File: src/rtl/bit_vector_fifo.sv
// Bit-serial to VEC_W-bit vector deserialiser feeding a DEPTH-entry first-word-fall-through FIFO.
// Latency: the last bit of a vector is accepted on an edge; the vector is visible on vec_data from the next cycle.
// Backpressure: only the completing bit of a vector stalls while full (bit_ready=0). A dropped valid bit sets sticky overflow.
module bit_vector_fifo #(
    parameter int VEC_W     = 8,
    parameter int DEPTH     = 8,
    parameter bit MSB_FIRST = 1'b1
) (
    input  logic                       clk,
    input  logic                       rst_n,
    input  logic                       bit_in,
    input  logic                       bit_valid,
    output logic                       bit_ready,
    input  logic                       flush,
    output logic [VEC_W-1:0]           vec_data,
    output logic                       vec_valid,
    input  logic                       vec_ready,
    output logic [$clog2(DEPTH):0]     count,
    output logic                       full,
    output logic                       empty,
    output logic [$clog2(VEC_W)-1:0]   fill,
    output logic                       overflow
);

    localparam int AW = $clog2(DEPTH);
    localparam int CW = AW + 1;
    localparam int FW = $clog2(VEC_W);

    // Reject unsupported parameterisations at elaboration time.
    if (VEC_W < 2) begin : g_bad_vec_w
        $error("bit_vector_fifo: VEC_W must be >= 2");
    end
    if ((DEPTH < 2) || ((DEPTH & (DEPTH - 1)) != 0)) begin : g_bad_depth
        $error("bit_vector_fifo: DEPTH must be a power of 2 and >= 2");
    end

    logic [VEC_W-1:0] mem [DEPTH];
    logic [AW-1:0]    wr_ptr;
    logic [AW-1:0]    rd_ptr;
    logic [VEC_W-1:0] asm_q;
    logic [VEC_W-1:0] asm_nxt;
    logic             accept;
    logic             last_bit;
    logic             complete;
    logic             pop;

    // Shift direction decides which end of the vector the first bit ends up in.
    if (MSB_FIRST) begin : g_msb_first
        assign asm_nxt = {asm_q[VEC_W-2:0], bit_in};
    end else begin : g_lsb_first
        assign asm_nxt = {bit_in, asm_q[VEC_W-1:1]};
    end

    // Status and handshakes derive from registered state only; vec_ready never reaches bit_ready.
    assign full      = (count == CW'(DEPTH));
    assign empty     = (count == '0);
    assign last_bit  = (fill == FW'(VEC_W - 1));
    assign bit_ready = !(full && last_bit);
    assign accept    = bit_valid && bit_ready;
    assign complete  = accept && last_bit;
    assign vec_valid = !empty;
    assign pop       = vec_valid && vec_ready;
    assign vec_data  = vec_valid ? mem[rd_ptr] : '0;

    // Control state: flush outranks any bit or pop presented in the same cycle.
    always_ff @(posedge clk or negedge rst_n) begin
        if (!rst_n) begin
            wr_ptr   <= '0;
            rd_ptr   <= '0;
            count    <= '0;
            fill     <= '0;
            asm_q    <= '0;
            overflow <= 1'b0;
        end else if (flush) begin
            wr_ptr   <= '0;
            rd_ptr   <= '0;
            count    <= '0;
            fill     <= '0;
            asm_q    <= '0;
            overflow <= 1'b0;
        end else begin
            if (accept) begin
                asm_q <= asm_nxt;
                fill  <= complete ? '0 : fill + FW'(1);
            end
            if (complete) begin
                wr_ptr <= wr_ptr + AW'(1);
            end
            if (pop) begin
                rd_ptr <= rd_ptr + AW'(1);
            end
            if (complete && !pop) begin
                count <= count + CW'(1);
            end else if (!complete && pop) begin
                count <= count - CW'(1);
            end
            if (bit_valid && !bit_ready) begin
                overflow <= 1'b1;
            end
        end
    end

    // Storage write: the completed vector includes the bit arriving on this edge.
    always_ff @(posedge clk) begin
        if (complete && !flush) begin
            mem[wr_ptr] <= asm_nxt;
        end
    end

endmodule

File: config.mk
export PLATFORM = sky130hd
export DESIGN_NAME = bit_vector_fifo
export DESIGN_NICKNAME = d
export VERILOG_FILES = /design/src/rtl/bit_vector_fifo.sv
export SDC_FILE = /design/constraint.sdc
export NUM_CORES = 1
export LEC_CHECK = 0
export ABC_AREA = 1
export BUFFER_PORTS_ARGS = -buffer_cell sky130_fd_sc_hd__buf_2
export CAP_MARGIN = 20
export CELL_PAD_IN_SITES_DETAIL_PLACEMENT = 0
export CELL_PAD_IN_SITES_GLOBAL_PLACEMENT = 1
export CORE_MARGIN = 2
export CORE_UTILIZATION = 51
export DETAILED_ROUTE_END_ITERATION = 10
export PLACE_DENSITY_LB_ADDON = 0.1
export SLEW_MARGIN = 20
export SYNTH_ARGS = -nofsm -noshare
export SYNTH_HDL_FRONTEND = slang
export SYNTH_SLANG_ARGS = --single-unit
File: constraint.sdc
create_clock -name clk -period 5.9 [get_ports clk]
set_input_delay 0.885 -clock clk [delete_from_list [all_inputs] [get_ports clk]]
set_output_delay 0.885 -clock clk [all_outputs]
set_load 0.005 [all_outputs]
### Word level (Yosys, flattened, before mapping)

Memory sizes are Yosys's and may differ from the RTL's.
Index checks and enable logic that the tools add are counted.

| operators by class | value |
|---|---|
| reductions and logical operators | 19 |
| muxes and demuxes | 17 |
| add/subtract/negate cells | 5 |
| equality and inequality tests | 2 |

Operators with widths:

| kind | number |
|---|---|
| two-way mux 3 bit | 7 |
| two-way mux 7 bit | 2 |
| two-way mux 4 bit | 3 |
| adder 3 x 1 -> 3 bit, second input constant | 3 |
| logical AND 1 bit | 8 |
| two-way mux 8 bit | 1 |
| nonzero test 2 bit | 4 |
| zero test 1 bit | 5 |
| adder 4 x 1 -> 4 bit, second input constant | 1 |
| equality test 4 bit, second input constant | 1 |
| zero test 4 bit | 1 |
| two-way mux 1 bit | 4 |
| subtractor 4 x 1 -> 4 bit, second input constant | 1 |
| equality test 3 bit, second input constant | 1 |
| nonzero test 3 bit | 1 |

| storage, ports and cells | value |
|---|---|
| bits in registers | 21 |
| input bits | 6 |
| bits in writable memories | 64 |
| memories | 1 |
| output and inout bits | 20 |

Memories:

| memory | depth | width | rd ports | clocked after memory_dff | wr ports | line | text |
|---|---|---|---|---|---|---|---|
| mem | 8 | 8 | 1 | 0 | 1 | 37 | `logic [VEC_W-1:0] mem [DEPTH];` |

### Longest topological paths before layout

| logic depth | value |
|---|---|
| depth after elaboration | 10 |
| mapped depth | 14 |
| depth with buffers taken out | 14 |

### Worst setup path before layout

No wires, ideal clock.

| path | value |
|---|---|
| path type | input-to-reg |
| start point | input port vec_ready |
| end point | register count[3] |
| required time | 5.783 ns |
| setup slack | 3.793 ns |
| setup time | 0.117 ns |
| stages | 11 |
| arrival time | 1.990 ns |
| cells stage by stage | nand2_4 > nand4_4 > ha_1 > a21oi_1 > nand3_1 > nand2_1 > inv_1 > nand2_1 > nand2_1 > nand2_1 > nand2_1 |

| between the ends | value |
|---|---|
| longest elaborated chain between the ends | 5 |

RTL lines:

| element | line | text |
|---|---|---|
| start, declared | 17 | `input logic vec_ready,` |
| logical AND 1 bit (*) | 62 | `assign pop = vec_valid && vec_ready;` |
| zero test 1 bit | 92 | `if (complete && !pop) begin` |
| logical AND 1 bit | 92 |  |
| two-way mux 4 bit | 92 |  |
| two-way mux 4 bit | 74 | `end else if (flush) begin` |
| end signal, assigned | 93 | `count <= count + CW'(1);` |
| end signal, assigned | 95 | `count <= count - CW'(1);` |
| end, declared | 18 | `output logic [$clog2(DEPTH):0] count,` |

Mark *: on every way between the ends. The rest lies on a longest branch, timed or not.
A chain may end at the register's enable or synchronous reset.

### Worst setup path after layout

| path | value |
|---|---|
| start point | register rd_ptr[1] |
| end point | output port vec_data[6] |

| between the ends | value |
|---|---|
| longest elaborated chain between the ends | 2 |

RTL lines:

| element | line | text |
|---|---|---|
| start, declared | 39 | `logic [AW-1:0] rd_ptr;` |
| start signal, assigned | 90 | `rd_ptr <= rd_ptr + AW'(1);` |
| memory read (8 x 8 bit) | - |  |
| two-way mux 8 bit | 63 | `assign vec_data = vec_valid ? mem[rd_ptr] : '0;` |
| end, declared | 15 | `output logic [VEC_W-1:0] vec_data,` |

Every way passes these cells.

==> impl_metrics.ini <==
[setup_path]
arrival_ns = 2.28
reg2reg_depth = 6
critPathMaxFanout = 34
worstPathRequired_ns = 5.02
r2r_start = fill[0]
cp-end-kind = output pin
r2r_end = mem[4][3]
criticalPathCategory = register to output pin
r2r_slack_ns = 3.57
worst_setup_path_start_kind = register

[routing]
wl_um = 7570
detail-route-antenna-nets = 0
routedWlPerCell_um = 16.3
vias = 2455
via_per_inst = 5.29
drc_errors = 0
drt_pass1_iterations = 4
drt_iter0_markers = 130

[synth]
ys_ff_latch = 85
synth_compound_gate_area_share_pct = 10.8
ys_warn_count = 0
netlist-cell-type-count = 28
synth_area_leaders = edfxtp_1 52%, dfrtp_1 14%, o21ai_0 8.1%
synth_top_family_by_area = simple AND/OR/NAND/NOR gates
synth_top_area_share_pct = 51.8
yosysSeqAreaShare_pct = 65.9
synthSimpleGateAreaFrac_pct = 16.3
syn_avg_cell_area_um2 = 11.0
synthCells = 338
synth_adder_area_share_pct = 2.56
synth-xor-area-share_pct = 0.472
synth_top_area_cell = edfxtp_1
syn_area_um2 = 3710
syn_nets = 351
synth.mux.area_fraction_pct = 0

[clock_network]
cts_made_buffers = 9
cts.clk_slew.worst_paths_ns = 0.08
clock_sinks = 85
cts_setup_buffers = 0
ctsHtreeMaxLevel = 3
cts-root-buf = clkbuf_8
postCtsHoldBufs = 0
cts_tree = yes
cts_resized = 0
clock_path_buffers = 2
clkLatencyLatePin_ns = 0.34

[die]
pin_count = 26
rows = 31
dieArea_um2 = 7980
die_x_um = 89.3
core_region_area_um2 = 7140
initial_utilization_pct = 52.0
die_y_um = 89.3

[global_route]
overflow = 0
grt_max_degree = 35
grt_use_total_pct = 21.4
grt_pass1_wl_um = 12300
grt_pass1_vias = 2393
antenna_found_initial = 0

[final_layout]
fin_cells = 464
area_growth_pct = 9.34
num-fill-cells = 656
seqCellArea_um2 = 2450
diodes = 0
multiInputGateArea_um2 = 1120
nets = 374
final_layout_size_suffix_gt1_share_pct = 15.1

[timing]
slew_violations = 0
rsz0062_at_grt = false
tns_ns = 0
slew_headroom_pct = 27.5
worst_pin_slew_ns = 1.09
fin_skew_ns = 0.0101
min_period_ns = 3.16
setup_ws_ns = 2.74
fin_crit_sh_pct = 53.6
finalSetupViolCount = 0
hold_viol_final = 0
fmax_mhz = 316

[place]
port_buffers = 25
dp.cells = 449
gp_congestion = 0.757
pre_cts_slack_ns = 2.87
dp_hpwl_um = 4870

[pwr]
vdd_drop_max_v = 0.000243
leakage_nw = 1.60
power_density_nw_per_um2 = 403

[min_path]
hold_path_class = primary input to async pin

[run_status]
status = completed

[flow_run]
max_cap_violations = 0
[routing by layer]
metal	global-route usage, %	part of all wire, %	vias up
met5	0	0	-
met4	8.14	1.6	0
met3	3.97	3.8	9
met2	34.2	48	47
met1	29.3	47	1187
li1	-	-	1212
[how the worst max path moves through the flow]
stage	start	to	slack (ns)	cells past startpoint
floorplan	vec_ready	count[3]	3.79	11
global placement	flush	mem[4][0]	2.94	6
detailed placement	flush	mem[4][7]	2.87	6
CTS	rd_ptr[1]	vec_data[6]	2.73	5
global route	rd_ptr[1]	vec_data[6]	2.51	5
finish	rd_ptr[1]	vec_data[6]	2.74	5
[power by group]
group / total, mW / internal, mW / switching, mW
Sequential: 0.724 / 0.664 / 0.0607
Combinational: 0.570 / 0.212 / 0.358
Clock: 0.343 / 0.150 / 0.193
Total: 1.64 / 1.03 / 0.612
[critical path, cell delays in order, from the launching register on]
cell and delay (ns):
dfrtp_1 1.06, o21ai_0 0.19, o21ai_0 0.27, nor2_1 0.07
nor2_1 0.18, buf_2 0.15
[kinds of logic after synthesis]
family / after synthesis
fa+ha+maj: 7
compound gates: 76
xor+xnor: 2
buf+inv: 34
simple gates: 134
flops: 85
[state kept, by name (all words and copies together) (netlist names)]
name      count
wr_ptr        3
rd_ptr        3
count         4
fill          3
mem          64
overflow      1
asm_q         7
[Yosys cell counts, drive strengths merged]
library cell	number
xnor2	1
dfrtp	21
nand4	6
a21oi	5
inv	20
nand2	35
o31ai	3
fa	1
nor2	79
clkbuf	7
o21ai	67
nand3	14
o21a	1
buf	7
edfxtp	64
ha	6
xor2	1
[stage by stage]
step                      util [%]  area (um2)  hold WS, ns  power (mW)
final                         56.9        4060        0.494        1.64
after global routing          56.9        4060        0.521        1.78
after CTS                     56.9        4060        0.494        1.65
after detailed placement      54.7        3900        0.512        1.31
after global placement        54.7        3900        0.508        1.31
after floorplan                  -        3710        0.510        1.12
[cell usage in the layout, fill, tap and decap left out, drive strengths merged]
cell type / n
nor2: 79
o21ai: 67
edfxtp: 64
nand2: 35
buf: 26
dfrtp: 21
inv: 20
nand3: 14
clkbuf: 11
ha: 6
nand4: 6
a21oi: 5
o31ai: 3
clkinv: 3
xnor2: 1
o21a: 1
xor2: 1
fa: 1
clkinvlp: 1
[layout make-up]
type / count / share of cell area, %
clock inverters: 4 / 0.647
well taps: 99 / 3.05
flip-flops and latches: 85 / 60.3
repair buffers: 26 / 3.27
clock buffers: 11 / 3.24
inverters: 20 / 1.91
multi-input cells: 219 / 27.6
Note: power is estimated with default switching activity, not from simulation.
